==> src/rtl/tone_player.sv <==
// tone_player: square-wave note player; each command sets divider, duration (ms) and volume.
// Defining TONE_PLAYER_GAP_EN inserts GAP_MS of silence after every note.
module tone_player #(
  parameter int CLK_HZ = 100000000,
  parameter int DIV_W  = 17,
  parameter int DUR_W  = 10,
  parameter int VOL_W  = 3,
  parameter int GAP_MS = 10
) (
  input  logic             CLK100MHZ,
  input  logic             reset,
  input  logic             cmd_valid,
  output logic             cmd_ready,
  input  logic [DIV_W-1:0] cmd_div,
  input  logic [DUR_W-1:0] cmd_dur,
  input  logic [VOL_W-1:0] cmd_vol,
  output logic             wave,
  output logic             speaker_out,
  output logic             tone_active
);

  localparam int MS_CYC = CLK_HZ / 1000;
  localparam int PRE_W  = $clog2(MS_CYC);
  localparam logic [PRE_W-1:0] PRE_LOAD = PRE_W'(MS_CYC - 1);
  // The duty counter has 2^VOL_W-1 states so that full volume passes the wave unchanged.
  localparam logic [VOL_W-1:0] PWM_LAST = VOL_W'((1 << VOL_W) - 2);

  generate
    if (MS_CYC < 2 || (CLK_HZ % 1000) != 0 || GAP_MS < 0) begin : g_param_check
      $error("tone_player: CLK_HZ/1000 must be an integer >= 2 and GAP_MS >= 0");
    end
  endgenerate

`ifdef TONE_PLAYER_GAP_EN
  localparam int GAP_CYC = GAP_MS * MS_CYC;
  localparam int GAP_W   = (GAP_CYC > 2) ? $clog2(GAP_CYC) : 1;
  localparam logic [GAP_W-1:0] GAP_LOAD = GAP_W'((GAP_CYC > 0) ? GAP_CYC - 1 : 0);

  typedef enum logic [1:0] {
    S_IDLE = 2'd0,
    S_PLAY = 2'd1,
    S_GAP  = 2'd2
  } state_t;

  logic [GAP_W-1:0] gap_reg, gap_next;
`else
  typedef enum logic [0:0] {
    S_IDLE = 1'b0,
    S_PLAY = 1'b1
  } state_t;
`endif

  state_t           state_reg, state_next;
  logic [DIV_W-1:0] div_reg, div_next;
  logic [VOL_W-1:0] vol_reg, vol_next;
  logic [DIV_W-1:0] half_reg, half_next;
  logic [PRE_W-1:0] pre_reg, pre_next;
  logic [DUR_W-1:0] dur_reg, dur_next;
  logic             wave_reg, wave_next;
  logic [VOL_W-1:0] pwm_reg, pwm_next;
  logic             spk_reg, spk_next;
  logic             accept;

  assign cmd_ready   = (state_reg == S_IDLE) && !reset;
  assign accept      = cmd_valid && cmd_ready;
  assign tone_active = (state_reg == S_PLAY) && (div_reg != '0);
  assign wave        = wave_reg;
  assign speaker_out = spk_reg;

  // Attenuation path runs independently of the note FSM.
  always_comb begin
    pwm_next = (pwm_reg == PWM_LAST) ? '0 : pwm_reg + VOL_W'(1);
    spk_next = wave_reg && (pwm_reg < vol_reg);
  end

  always_comb begin
    state_next = state_reg;
    div_next   = div_reg;
    vol_next   = vol_reg;
    half_next  = half_reg;
    pre_next   = pre_reg;
    dur_next   = dur_reg;
    wave_next  = wave_reg;
`ifdef TONE_PLAYER_GAP_EN
    gap_next   = gap_reg;
`endif
    unique case (state_reg)
      S_IDLE: begin
        wave_next = 1'b0;
        if (accept) begin
          div_next  = cmd_div;
          vol_next  = cmd_vol;
          dur_next  = cmd_dur;
          pre_next  = PRE_LOAD;
          half_next = cmd_div - DIV_W'(1);
          if (cmd_dur != '0) begin
            state_next = S_PLAY;
          end
        end
      end

      S_PLAY: begin
        if (half_reg == '0) begin
          half_next = div_reg - DIV_W'(1);
          if (div_reg != '0) begin
            wave_next = ~wave_reg;
          end
        end else begin
          half_next = half_reg - DIV_W'(1);
        end

        if (pre_reg == '0) begin
          pre_next = PRE_LOAD;
          dur_next = dur_reg - DUR_W'(1);
          if (dur_reg == DUR_W'(1)) begin
            wave_next = 1'b0;
`ifdef TONE_PLAYER_GAP_EN
            if (GAP_CYC > 0) begin
              state_next = S_GAP;
              gap_next   = GAP_LOAD;
            end else begin
              state_next = S_IDLE;
            end
`else
            state_next = S_IDLE;
`endif
          end
        end else begin
          pre_next = pre_reg - PRE_W'(1);
        end
      end

`ifdef TONE_PLAYER_GAP_EN
      S_GAP: begin
        wave_next = 1'b0;
        if (gap_reg == '0) begin
          state_next = S_IDLE;
        end else begin
          gap_next = gap_reg - GAP_W'(1);
        end
      end
`endif

      default: begin
        state_next = S_IDLE;
        wave_next  = 1'b0;
      end
    endcase
  end

  always_ff @(posedge CLK100MHZ) begin
    if (reset) begin
      state_reg <= S_IDLE;
      div_reg   <= '0;
      vol_reg   <= '0;
      half_reg  <= '0;
      pre_reg   <= '0;
      dur_reg   <= '0;
      wave_reg  <= 1'b0;
      pwm_reg   <= '0;
      spk_reg   <= 1'b0;
`ifdef TONE_PLAYER_GAP_EN
      gap_reg   <= '0;
`endif
    end else begin
      state_reg <= state_next;
      div_reg   <= div_next;
      vol_reg   <= vol_next;
      half_reg  <= half_next;
      pre_reg   <= pre_next;
      dur_reg   <= dur_next;
      wave_reg  <= wave_next;
      pwm_reg   <= pwm_next;
      spk_reg   <= spk_next;
`ifdef TONE_PLAYER_GAP_EN
      gap_reg   <= gap_next;
`endif
    end
  end

endmodule

==> config.mk <==
export PLATFORM = sky130hd
export DESIGN_NAME = tone_player
export DESIGN_NICKNAME = d
export VERILOG_FILES = /design/src/rtl/tone_player.sv
export SDC_FILE = /design/constraint.sdc
export NUM_CORES = 1
export LEC_CHECK = 0
export ABC_AREA = 1
export CORE_ASPECT_RATIO = 1.75
export CORE_MARGIN = 2
export CORE_UTILIZATION = 45
export DETAILED_ROUTE_END_ITERATION = 12
export PLACE_DENSITY_LB_ADDON = 0.1
export SETUP_SLACK_MARGIN = 0.02
export SLEW_MARGIN = 10
export SYNTH_ARGS = -nofsm -noshare
export SYNTH_HDL_FRONTEND = slang
export SYNTH_SLANG_ARGS = --single-unit
==> constraint.sdc <==
create_clock -name CLK100MHZ -period 2 [get_ports CLK100MHZ]
set_input_delay 0.2 -clock CLK100MHZ [delete_from_list [all_inputs] [get_ports CLK100MHZ]]
set_output_delay 0.2 -clock CLK100MHZ [all_outputs]
set_load 0.01 [all_outputs]
==> impl_metrics.env, run 1 <==
export IMPL_yosysSeqAreaShare_pct=34.5
export IMPL_critPathArrivalTime_ns=2.19
export IMPL_ys_warn_count=0
export IMPL_synth_cells=624
export IMPL_rows=45
export IMPL_grt_pass1_vias=4092
export IMPL_crit_type="reg -> reg"
export IMPL_ctsLongestPathBuffers=2
export IMPL_drive_above_1_share_pct=21.6
export IMPL_r2r_cells=16
export IMPL_hold_class="in -> reg"
export IMPL_slowest_delay_ns=0.33
export IMPL_final_util_pct=61.9
export IMPL_io_buffers=36
export IMPL_setup_ws_ns=0.0828
export IMPL_synthTopCellsByCount="nand2_1, nor2_1, dfxtp_1"
export IMPL_final_hold_violation_count=0
export IMPL_area_growth_pct=33.0
export IMPL_min_period_over_period_pct=95.9
export IMPL_p_total_mw=4.50
export IMPL_cpMostUsedCell="nor2_1"
export IMPL_synth_area_leaders="dfxtp_1, nand2_1, nor2_1"
export IMPL_worstPathMaxFanout=7
export IMPL_power_per_cell_area_nw_per_um2=832
export IMPL_crit_slowest_cell="dfxtp_2"
export IMPL_die_h_um=130
export IMPL_gp_congestion=0.874
export IMPL_endpoint_kind="flop"
export IMPL_tightest_slew_ns=0.411
export IMPL_finalSetupViolCount=0
export IMPL_min_period_ns=1.92
export IMPL_wl_per_cell_um=13.7
export IMPL_grt_overflow=0
export IMPL_peakVddDrop_v=0.000482
export IMPL_drt_iter0_drc=284
export IMPL_clk_pin_slew_ns=0.06
export IMPL_synth_edf_count=0
export IMPL_grt_max_degree=30
export IMPL_rsz0062_at_grt="yes"
export IMPL_cts_tree="built"
export IMPL_yosysTopAreaCell="dfxtp_1"
export IMPL_synth_top_cell_area_share_pct=34.5
export IMPL_synth_area_um2=4070
export IMPL_vias=4287
export IMPL_dr_pass1_iters=4
export IMPL_hold_depth=3
export IMPL_stdcell_area_um2=5410
export IMPL_core_area_um2=8730
export IMPL_die_w_um=75.8
export IMPL_h_tree_depth=3
export IMPL_synth_ff_type="dfxtp_1"
export IMPL_maxSlewViolCount=0
export IMPL_finalWirelength_um=11200
export IMPL_power_leakage_nw=2.41
export IMPL_crit_chain="nor2_4 -> nand3_4 -> nor2_4 -> buf_6 -> buf_12 -> nand3_2 -> nand2_1 -> nand2_2 -> nand2_2 -> buf_4 -> nor2_1 -> nand2_1 -> nor2_1 -> nor2_1 -> nor2_1 -> nor2_1"
export IMPL_start_kind="flop"
export IMPL_clock_fmax_ghz=0.522
export IMPL_clk_latency_ns=0.34
export IMPL_io_pins=37
export IMPL_start_util_pct=46.6
export IMPL_antenna_found_initial=0
export IMPL_antennaDiodeCount=0
export IMPL_min_from="cmd_div[9]"
export IMPL_dieArea_um2=9840
export IMPL_nets=741
export IMPL_yosysUniqueCellTypes=39
export IMPL_dp_worst_setup_slack_ns=-0.128
export IMPL_syn_nets=665
export IMPL_cts_sinks=70
export IMPL_relSlewSlack_pct=72.3
export IMPL_maxCapViolCount=0
export IMPL_root_buffer="clkbuf_16"
export IMPL_reg2reg_from="half_reg[11]$_SDFFE_PP0P_"
export IMPL_syn_avg_cell_area_um2=6.51
export IMPL_fin_skew_ns=0.00513
export IMPL_dp_hpwl_um=8190
export IMPL_final_antenna_net_count=0
export IMPL_cts_hold_buffers=0
export IMPL_r2r_slack_ns=0.08
export IMPL_ys_seq_elements=70
export IMPL_cts_inserted_buffers=9
export IMPL_synth_most_common_cell="nand2_1"
export IMPL_outcome="complete, no violations"
export IMPL_holdPathEnd="div_reg[9]$_SDFFE_PP0P_"
export IMPL_grt_first_pass_wirelength_um=18100
export IMPL_async_flop_share_pct=0
export IMPL_dpl_cell_area_um2=4870
export IMPL_drc_errors=0
export IMPL_viasPerCell=5.22
export IMPL_r2r_end="half_reg[14]$_SDFFE_PP0P_"
export IMPL_grt_usage_pct=24.1
export IMPL_worstPathRequired_ns=2.27
==> critical path, delay by kind of cell, from the launching register on <==
family,cells,cell delay [ns]
simple gates,13,1.12
buf+inv,3,0.41
flops,1,0.33
==> worst max path at each step <==
stage,start,slack [ns],endpoint,cells past startpoint
2_1_floorplan,half_reg[10]$_SDFFE_PP0P_,0.13,half_reg[4]$_SDFFE_PP0P_,12
3_3_place_gp,cmd_div[1],-0.12,half_reg[14]$_SDFFE_PP0P_,10
3_5_place_dp,half_reg[9]$_SDFFE_PP0P_,-0.13,half_reg[14]$_SDFFE_PP0P_,13
4_1_cts,half_reg[0]$_SDFFE_PP0P_,0.02,half_reg[14]$_SDFFE_PP0P_,14
5_1_grt,half_reg[11]$_SDFFE_PP0P_,-0.04,half_reg[16]$_SDFFE_PP0P_,16
6_report,half_reg[11]$_SDFFE_PP0P_,0.08,half_reg[14]$_SDFFE_PP0P_,16
==> metrics by stage <==
| stage | hold WS, ns | TNS (ns) | std cells |
|---|---|---|---|
| 6_report | 0.446 | 0 | 822 |
| 5_1_grt | 0.464 | -0.206 | 822 |
| 4_1_cts | 0.446 | 0 | 820 |
| 3_5_place_dp | 0.452 | -0.587 | 804 |
| 3_3_place_gp | 0.448 | -0.322 | 804 |
| 2_1_floorplan | 0.311 | 0 | 624 |
==> metal layers <==
metal  vias to the layer above  global-route usage, %  wire length [µm]
met3                        38                   3.63               332
met5                         -                      0                 0
li1                       2168                      -                 -
met2                        93                   41.5              5940
met1                      1988                   25.8              4380
met4                         0                   16.8               592
==> where the power goes <==
group	internal [mW]	switching [mW]
clock network	0.968	0.612
registers	1.53	0.125
logic	0.565	0.696
==> final cells by class <==
class / instances / area, µm²
multi-input cells: 463 / 2480
flip-flops and latches: 70 / 1420
well taps: 117 / 146
inverters: 65 / 244
clock inverters: 5 / 60.1
fillers: 840 / 3320
repair buffers: 91 / 830
clock buffers: 11 / 233
==> layout by cell type (no fill, tap or decap), types with 11 or more instances in the layout <==
cell type / count
clkdlybuf4s50_1: 35
inv_1: 61
nor2_1: 86
nand2_2: 28
a21oi_1: 27
dfxtp_2: 11
nand2_1: 118
o21ai_0: 36
buf_4: 47
nand3_1: 55
xnor2_1: 11
dfxtp_1: 59
==> cells by family after synthesis <==
family          share of synthesized area (%)
simple gates                             37.2
buf+inv                                  9.29
compound gates                           12.4
flops                                    34.5
xor+xnor                                 4.09
fa+ha+maj                                2.46
==> what timing repair did <==
action                                  CTS  global route
pin swaps                                 3            30
endpoints found under the setup margin   13            33
cloned                                    0             0
gates resized for setup                  13            64
buffers inserted                          0             2
(Power assumes the default switching activity.)
==> run 2: changes to the inputs <==
CORE_ASPECT_RATIO = not set   (was 1.75)
clock period = 1.9 ns   (was 2 ns; I/O delays follow)
==> impl_metrics.env, run 2 (synthesis results as in run 1) <==
export IMPL_outcome="complete, no violations"
export IMPL_start_kind="flop"
export IMPL_vias=4371
export IMPL_tightest_slew_ns=0.358
export IMPL_viasPerCell=5.21
export IMPL_clock_fmax_ghz=0.528
export IMPL_ctsLongestPathBuffers=2
export IMPL_drive_above_1_share_pct=28.2
export IMPL_pwr_share_seq_pct=37.8
export IMPL_io_pins=37
export IMPL_startpoint="half_reg[3]$_SDFFE_PP0P_"
export IMPL_nFillCells=818
export IMPL_hold_class="in -> reg"
export IMPL_root_buffer="clkbuf_8"
export IMPL_final_hold_violation_count=0
export IMPL_dieArea_um2=9810
export IMPL_grt_first_pass_wirelength_um=18800
export IMPL_gp_congestion=0.883
export IMPL_clk_pin_slew_ns=0.09
export IMPL_dr_pass1_iters=4
export IMPL_grt_overflow=0
export IMPL_r2r_end="half_reg[15]$_SDFFE_PP0P_"
export IMPL_worstPathMaxFanout=6
export IMPL_start_util_pct=46.6
export IMPL_power_leakage_nw=2.56
export IMPL_grt_pass1_vias=4188
export IMPL_grt_usage_pct=23.7
export IMPL_setup_ws_ns=0.00435
export IMPL_finalSetupViolCount=0
export IMPL_dp_cells=812
export IMPL_antenna_found_initial=0
export IMPL_rows=34
export IMPL_dp_hpwl_um=8200
export IMPL_critPathArrivalTime_ns=2.15
export IMPL_cts_tree="built"
export IMPL_rsz0062_at_grt="yes"
export IMPL_dp_worst_setup_slack_ns=-0.158
export IMPL_h_tree_depth=3
export IMPL_drc_errors=0
export IMPL_cts_inserted_buffers=9
export IMPL_p_total_mw=4.60
export IMPL_p_clk_share_pct=31.0
export IMPL_cts_hold_buffers=0
export IMPL_core_area_um2=8720
export IMPL_reg2reg_from="half_reg[3]$_SDFFE_PP0P_"
export IMPL_stdcell_area_um2=5630
export IMPL_relSlewSlack_pct=76.1
export IMPL_die_w_um=99.0
export IMPL_die_h_um=99.0
export IMPL_min_period_ns=1.90
export IMPL_wl_per_cell_um=14.1
export IMPL_r2r_cells=16
export IMPL_grt_max_degree=31
export IMPL_final_common_cell="nand2_1"
export IMPL_io_buffers=36
export IMPL_p_comb_share_pct=31.2
export IMPL_maxSlewViolCount=0
export IMPL_cts_sinks=70
export IMPL_area_growth_pct=38.4
export IMPL_power_per_cell_area_nw_per_um2=817
export IMPL_holdWs_ns=0.418
export IMPL_p_sw_share_pct=33.9
export IMPL_finalWirelength_um=11800
export IMPL_final_cell_count_no_fill=839
export IMPL_min_period_over_period_pct=99.8
export IMPL_p_int_mw=3.04
export IMPL_mostFrequentLayoutCells="nand2_1, nor2_1, buf_4"
export IMPL_crit_end="half_reg[15]$_SDFFE_PP0P_"
export IMPL_endpoint_kind="flop"
export IMPL_nets=767
export IMPL_fin_skew_ns=0.0111
export IMPL_maxCapViolCount=0
export IMPL_crit_type="reg -> reg"
export IMPL_r2r_slack_ns=0.004
export IMPL_dpl_cell_area_um2=4960
export IMPL_worstPathRequired_ns=2.16
export IMPL_antennaDiodeCount=0
export IMPL_drt_iter0_drc=151
export IMPL_p_switching_mw=1.56
export IMPL_final_antenna_net_count=0
export IMPL_clk_latency_ns=0.35
export IMPL_peakVddDrop_v=0.000541
## run 2: worst min path at each step
stage                                 start                       end  slack (ns)  cells after the start
floorplan                       cmd_div[16]  div_reg[16]$_SDFFE_PP0P_        0.30                      2
global placement    vol_reg[0]$_SDFFE_PP0P_   vol_reg[0]$_SDFFE_PP0P_        0.45                      2
detailed placement    pwm_reg[0]$_SDFF_PP0_     pwm_reg[0]$_SDFF_PP0_        0.46                      1
CTS                              cmd_div[1]   div_reg[1]$_SDFFE_PP0P_        0.40                      3
global route                     cmd_div[1]   div_reg[1]$_SDFFE_PP0P_        0.43                      3
finish                           cmd_div[1]   div_reg[1]$_SDFFE_PP0P_        0.42                      3
## run 2: critical path, stage by stage, from the launching register on
cell and delay, ns:
dfxtp_2 0.33, nor2_2 0.11, nand3_2 0.10, nor2_4 0.24, buf_6 0.16, buf_6 0.12
nand3_2 0.06, nand2_2 0.08, nand2_4 0.07, nand2_2 0.08, nor2_1 0.04, nand2_1 0.09
nor2_1 0.05, nand2_1 0.06, nand3_1 0.07, nand2_1 0.08, inv_1 0.04
## run 2: through the flow
| step | util, % | TNS [ns] |
|---|---|---|
| 2_1_floorplan | - | 0 |
| 3_3_place_gp | 56.9 | -0.815 |
| 3_5_place_dp | 56.9 | -1.09 |
| 4_1_cts | 60.4 | 0 |
| 5_1_grt | 64.5 | -0.763 |
| 6_report | 64.5 | 0 |
## run 2: area by class of cell
| type | instances | area [µm²] | area share [%] |
|---|---|---|---|
| repair buffers | 117 | 1020 | 18.1 |
| multi-input cells | 463 | 2580 | 45.9 |
| flip-flops and latches | 70 | 1420 | 25.2 |
| well taps | 108 | 135 | 2.40 |
| inverters | 65 | 244 | 4.34 |
| clock buffers | 9 | 124 | 2.20 |
| clock inverters | 7 | 106 | 1.89 |
## run 2: repair_timing
| item | in CTS | in global routing |
|---|---|---|
| endpoints found under the setup margin | 16 | 33 |
| pin swaps | 3 | 38 |
| gates resized for setup | 20 | 89 |
| cloned | 1 | 1 |
| setup buffers | 0 | 9 |
| hold endpoints to repair | 0 | 0 |
## run 2: power groups by stage
stage,clock network [mW],logic (mW),registers [mW]
global route,1.51,1.59,1.76
global placement,0,1.22,1.75
detailed placement,0,1.23,1.75
finish,1.42,1.43,1.74
floorplan,0,0.787,1.73
CTS,1.44,1.28,1.72
## run 2: metal layers
| metal | vias to the layer above | routed length, µm | track usage (%) |
|---|---|---|---|
| met5 | - | 0 | 0 |
| met4 | 0 | 337 | 10.4 |
| met3 | 30 | 387 | 3.76 |
| met2 | 92 | 5840 | 40.6 |
| met1 | 2032 | 5230 | 29.2 |
| li1 | 2217 | - | - |
==> run 3: changes to the inputs <==
--- a/constraint.sdc
+++ b/constraint.sdc
@@ -3,2 +3,2 @@
 set_output_delay 0.19 -clock CLK100MHZ [all_outputs]
-set_load 0.01 [all_outputs]
+set_load 0.005 [all_outputs]
==> impl_metrics.env, run 3 (synthesis results as in run 1) <==
export IMPL_relSlewSlack_pct=76.8
export IMPL_tightest_slew_ns=0.347
export IMPL_maxSlewViolCount=0
export IMPL_final_hold_violation_count=0
export IMPL_core_area_um2=8720
export IMPL_dp_hpwl_um=8200
export IMPL_rsz0062_at_grt="yes"
export IMPL_antenna_found_initial=0
export IMPL_mostFrequentLayoutCells="nand2_1, nor2_1, buf_4"
export IMPL_p_sw_share_pct=34.0
export IMPL_grt_pass1_vias=4188
export IMPL_crit_family="simple AND/OR/NAND/NOR gates"
export IMPL_rows=34
export IMPL_io_pins=37
export IMPL_top_layer_used="met4"
export IMPL_wl_met2_um=5940
export IMPL_power_per_cell_area_nw_per_um2=814
export IMPL_finalWirelength_um=11800
export IMPL_die_h_um=99.0
export IMPL_h_tree_depth=3
export IMPL_min_from="cmd_div[11]"
export IMPL_nets=767
export IMPL_crit_type="reg -> reg"
export IMPL_r2r_end="half_reg[15]$_SDFFE_PP0P_"
export IMPL_min_period_over_period_pct=99.9
export IMPL_fin_skew_ns=0.0117
export IMPL_finalSetupViolCount=0
export IMPL_clk_pin_slew_ns=0.09
export IMPL_die_w_um=99.0
export IMPL_clk_latency_ns=0.36
export IMPL_drive_above_1_share_pct=28.3
export IMPL_cpMostUsedCell="nand2_1"
export IMPL_io_buffers=36
export IMPL_hold_depth=3
export IMPL_hold_class="in -> reg"
export IMPL_final_common_cell="nand2_1"
export IMPL_p_comb_share_pct=31.5
export IMPL_power_leakage_nw=2.56
export IMPL_clock_fmax_ghz=0.527
export IMPL_start_kind="flop"
export IMPL_grt_max_degree=31
export IMPL_cts_sinks=70
export IMPL_critPathArrivalTime_ns=2.16
export IMPL_outcome="complete, no violations"
export IMPL_slowest_delay_ns=0.33
export IMPL_final_antenna_net_count=0
export IMPL_grt_overflow=0
export IMPL_vias=4350
export IMPL_wl_met1_um=5140
export IMPL_viasPerCell=5.18
export IMPL_dieArea_um2=9810
export IMPL_start_util_pct=46.6
export IMPL_cts_inserted_buffers=9
export IMPL_worstPathMaxFanout=6
export IMPL_holdPathEnd="div_reg[11]$_SDFFE_PP0P_"
export IMPL_peakVddDrop_v=0.000539
export IMPL_worstPathRequired_ns=2.17
export IMPL_stdcell_area_um2=5680
export IMPL_p_int_mw=3.05
export IMPL_fin_tns_setup_ns=0
export IMPL_cts_hold_buffers=0
export IMPL_final_util_pct=65.1
export IMPL_drt_iter0_drc=141
export IMPL_grt_usage_pct=23.7
export IMPL_dr_wl_met3_um=444
export IMPL_r2r_cells=16
export IMPL_grt_first_pass_wirelength_um=18800
export IMPL_r2r_slack_ns=0.002
export IMPL_nFillCells=804
export IMPL_dp_worst_setup_slack_ns=-0.158
export IMPL_drc_errors=0
export IMPL_reg2reg_from="half_reg[3]$_SDFFE_PP0P_"
export IMPL_root_buffer="clkbuf_8"
export IMPL_dpl_cell_area_um2=4960
export IMPL_path_buf_inv=3
export IMPL_dr_pass1_iters=4
export IMPL_pwr_share_seq_pct=37.7
export IMPL_wl_per_cell_um=14.1
export IMPL_endpoint_kind="flop"
export IMPL_area_growth_pct=39.7
export IMPL_p_switching_mw=1.57
export IMPL_p_clk_share_pct=30.9
export IMPL_cts_tree="built"
export IMPL_gp_congestion=0.883
export IMPL_min_period_ns=1.90
export IMPL_maxCapViolCount=0
export IMPL_ctsLongestPathBuffers=2
export IMPL_crit_chain="nor2_2 -> nand3_2 -> nor2_4 -> buf_6 -> buf_6 -> nand3_2 -> nand2_2 -> nand2_4 -> nand2_2 -> nor2_1 -> nand2_1 -> nor2_1 -> nand2_1 -> nand3_1 -> nand2_1 -> inv_1"
export IMPL_crit_slowest_cell="dfxtp_2"
export IMPL_antennaDiodeCount=0
export IMPL_setup_ws_ns=0.00245
[run 3: cell count changes in the layout (fill, tap and decap cells not counted), sizes merged]
cell and delta:
clkdlybuf4s15 -1, dlygate4sd2 +1, dlymetal6s2s -1, clkdlybuf4s50 +1
[run 3: tightest hold or removal path, delay by kind of cell]
family / cells / cell delay [ns]
AOI/OAI and AO/OA: 1 / 0.08
buffers and inverters: 2 / 0.47
[run 3: area by class of cell]
class	instances	area (µm²)	share of cell area, %
clock buffer	9	124	2.18
clock inverter	7	106	1.87
inverter	65	246	4.34
multi-input combinational	463	2630	46.2
sequential	70	1420	25.0
tap	108	135	2.38
timing repair buffer	117	1020	18.0
[run 3: through the flow]
step                instances  total power [mW]  hold WS (ns)
floorplan                 624              2.51         0.301
global placement          812              2.96         0.447
detailed placement        812              2.98         0.457
CTS                       829              4.45         0.403
global route              839              4.87         0.432
finish                    839              4.62         0.417
[run 3: power by group through the flow]
stage | clock [mW] | combinational (mW) | sequential, mW
after floorplan | 0 | 0.786 | 1.73
after global placement | 0 | 1.21 | 1.75
after detailed placement | 0 | 1.23 | 1.75
after CTS | 1.44 | 1.28 | 1.72
after global routing | 1.51 | 1.61 | 1.76
final | 1.43 | 1.45 | 1.74
[run 3: layer usage]
layer	global-route usage, %	vias up
met3	3.76	24
li1	-	2221
met4	10.4	0
met2	40.6	79
met1	29.2	2026
met5	0	-
[run 3: how the worst max path moves through the flow]
stage	start	to	slack (ns)	cells past startpoint
6_report	half_reg[3]$_SDFFE_PP0P_	half_reg[15]$_SDFFE_PP0P_	0.002	16
5_1_grt	half_reg[3]$_SDFFE_PP0P_	half_reg[15]$_SDFFE_PP0P_	-0.13	16
4_1_cts	half_reg[10]$_SDFFE_PP0P_	half_reg[4]$_SDFFE_PP0P_	0.02	12
3_5_place_dp	cmd_div[1]	half_reg[14]$_SDFFE_PP0P_	-0.16	11
3_3_place_gp	cmd_div[1]	half_reg[10]$_SDFFE_PP0P_	-0.13	12
2_1_floorplan	half_reg[10]$_SDFFE_PP0P_	half_reg[4]$_SDFFE_PP0P_	0.03	12
[run 3: repair_timing]
action	CTS	global route
setup buffers	0	9
setup endpoints to repair	16	32
cloned	1	1
resized for setup	23	96
pin swaps	4	38
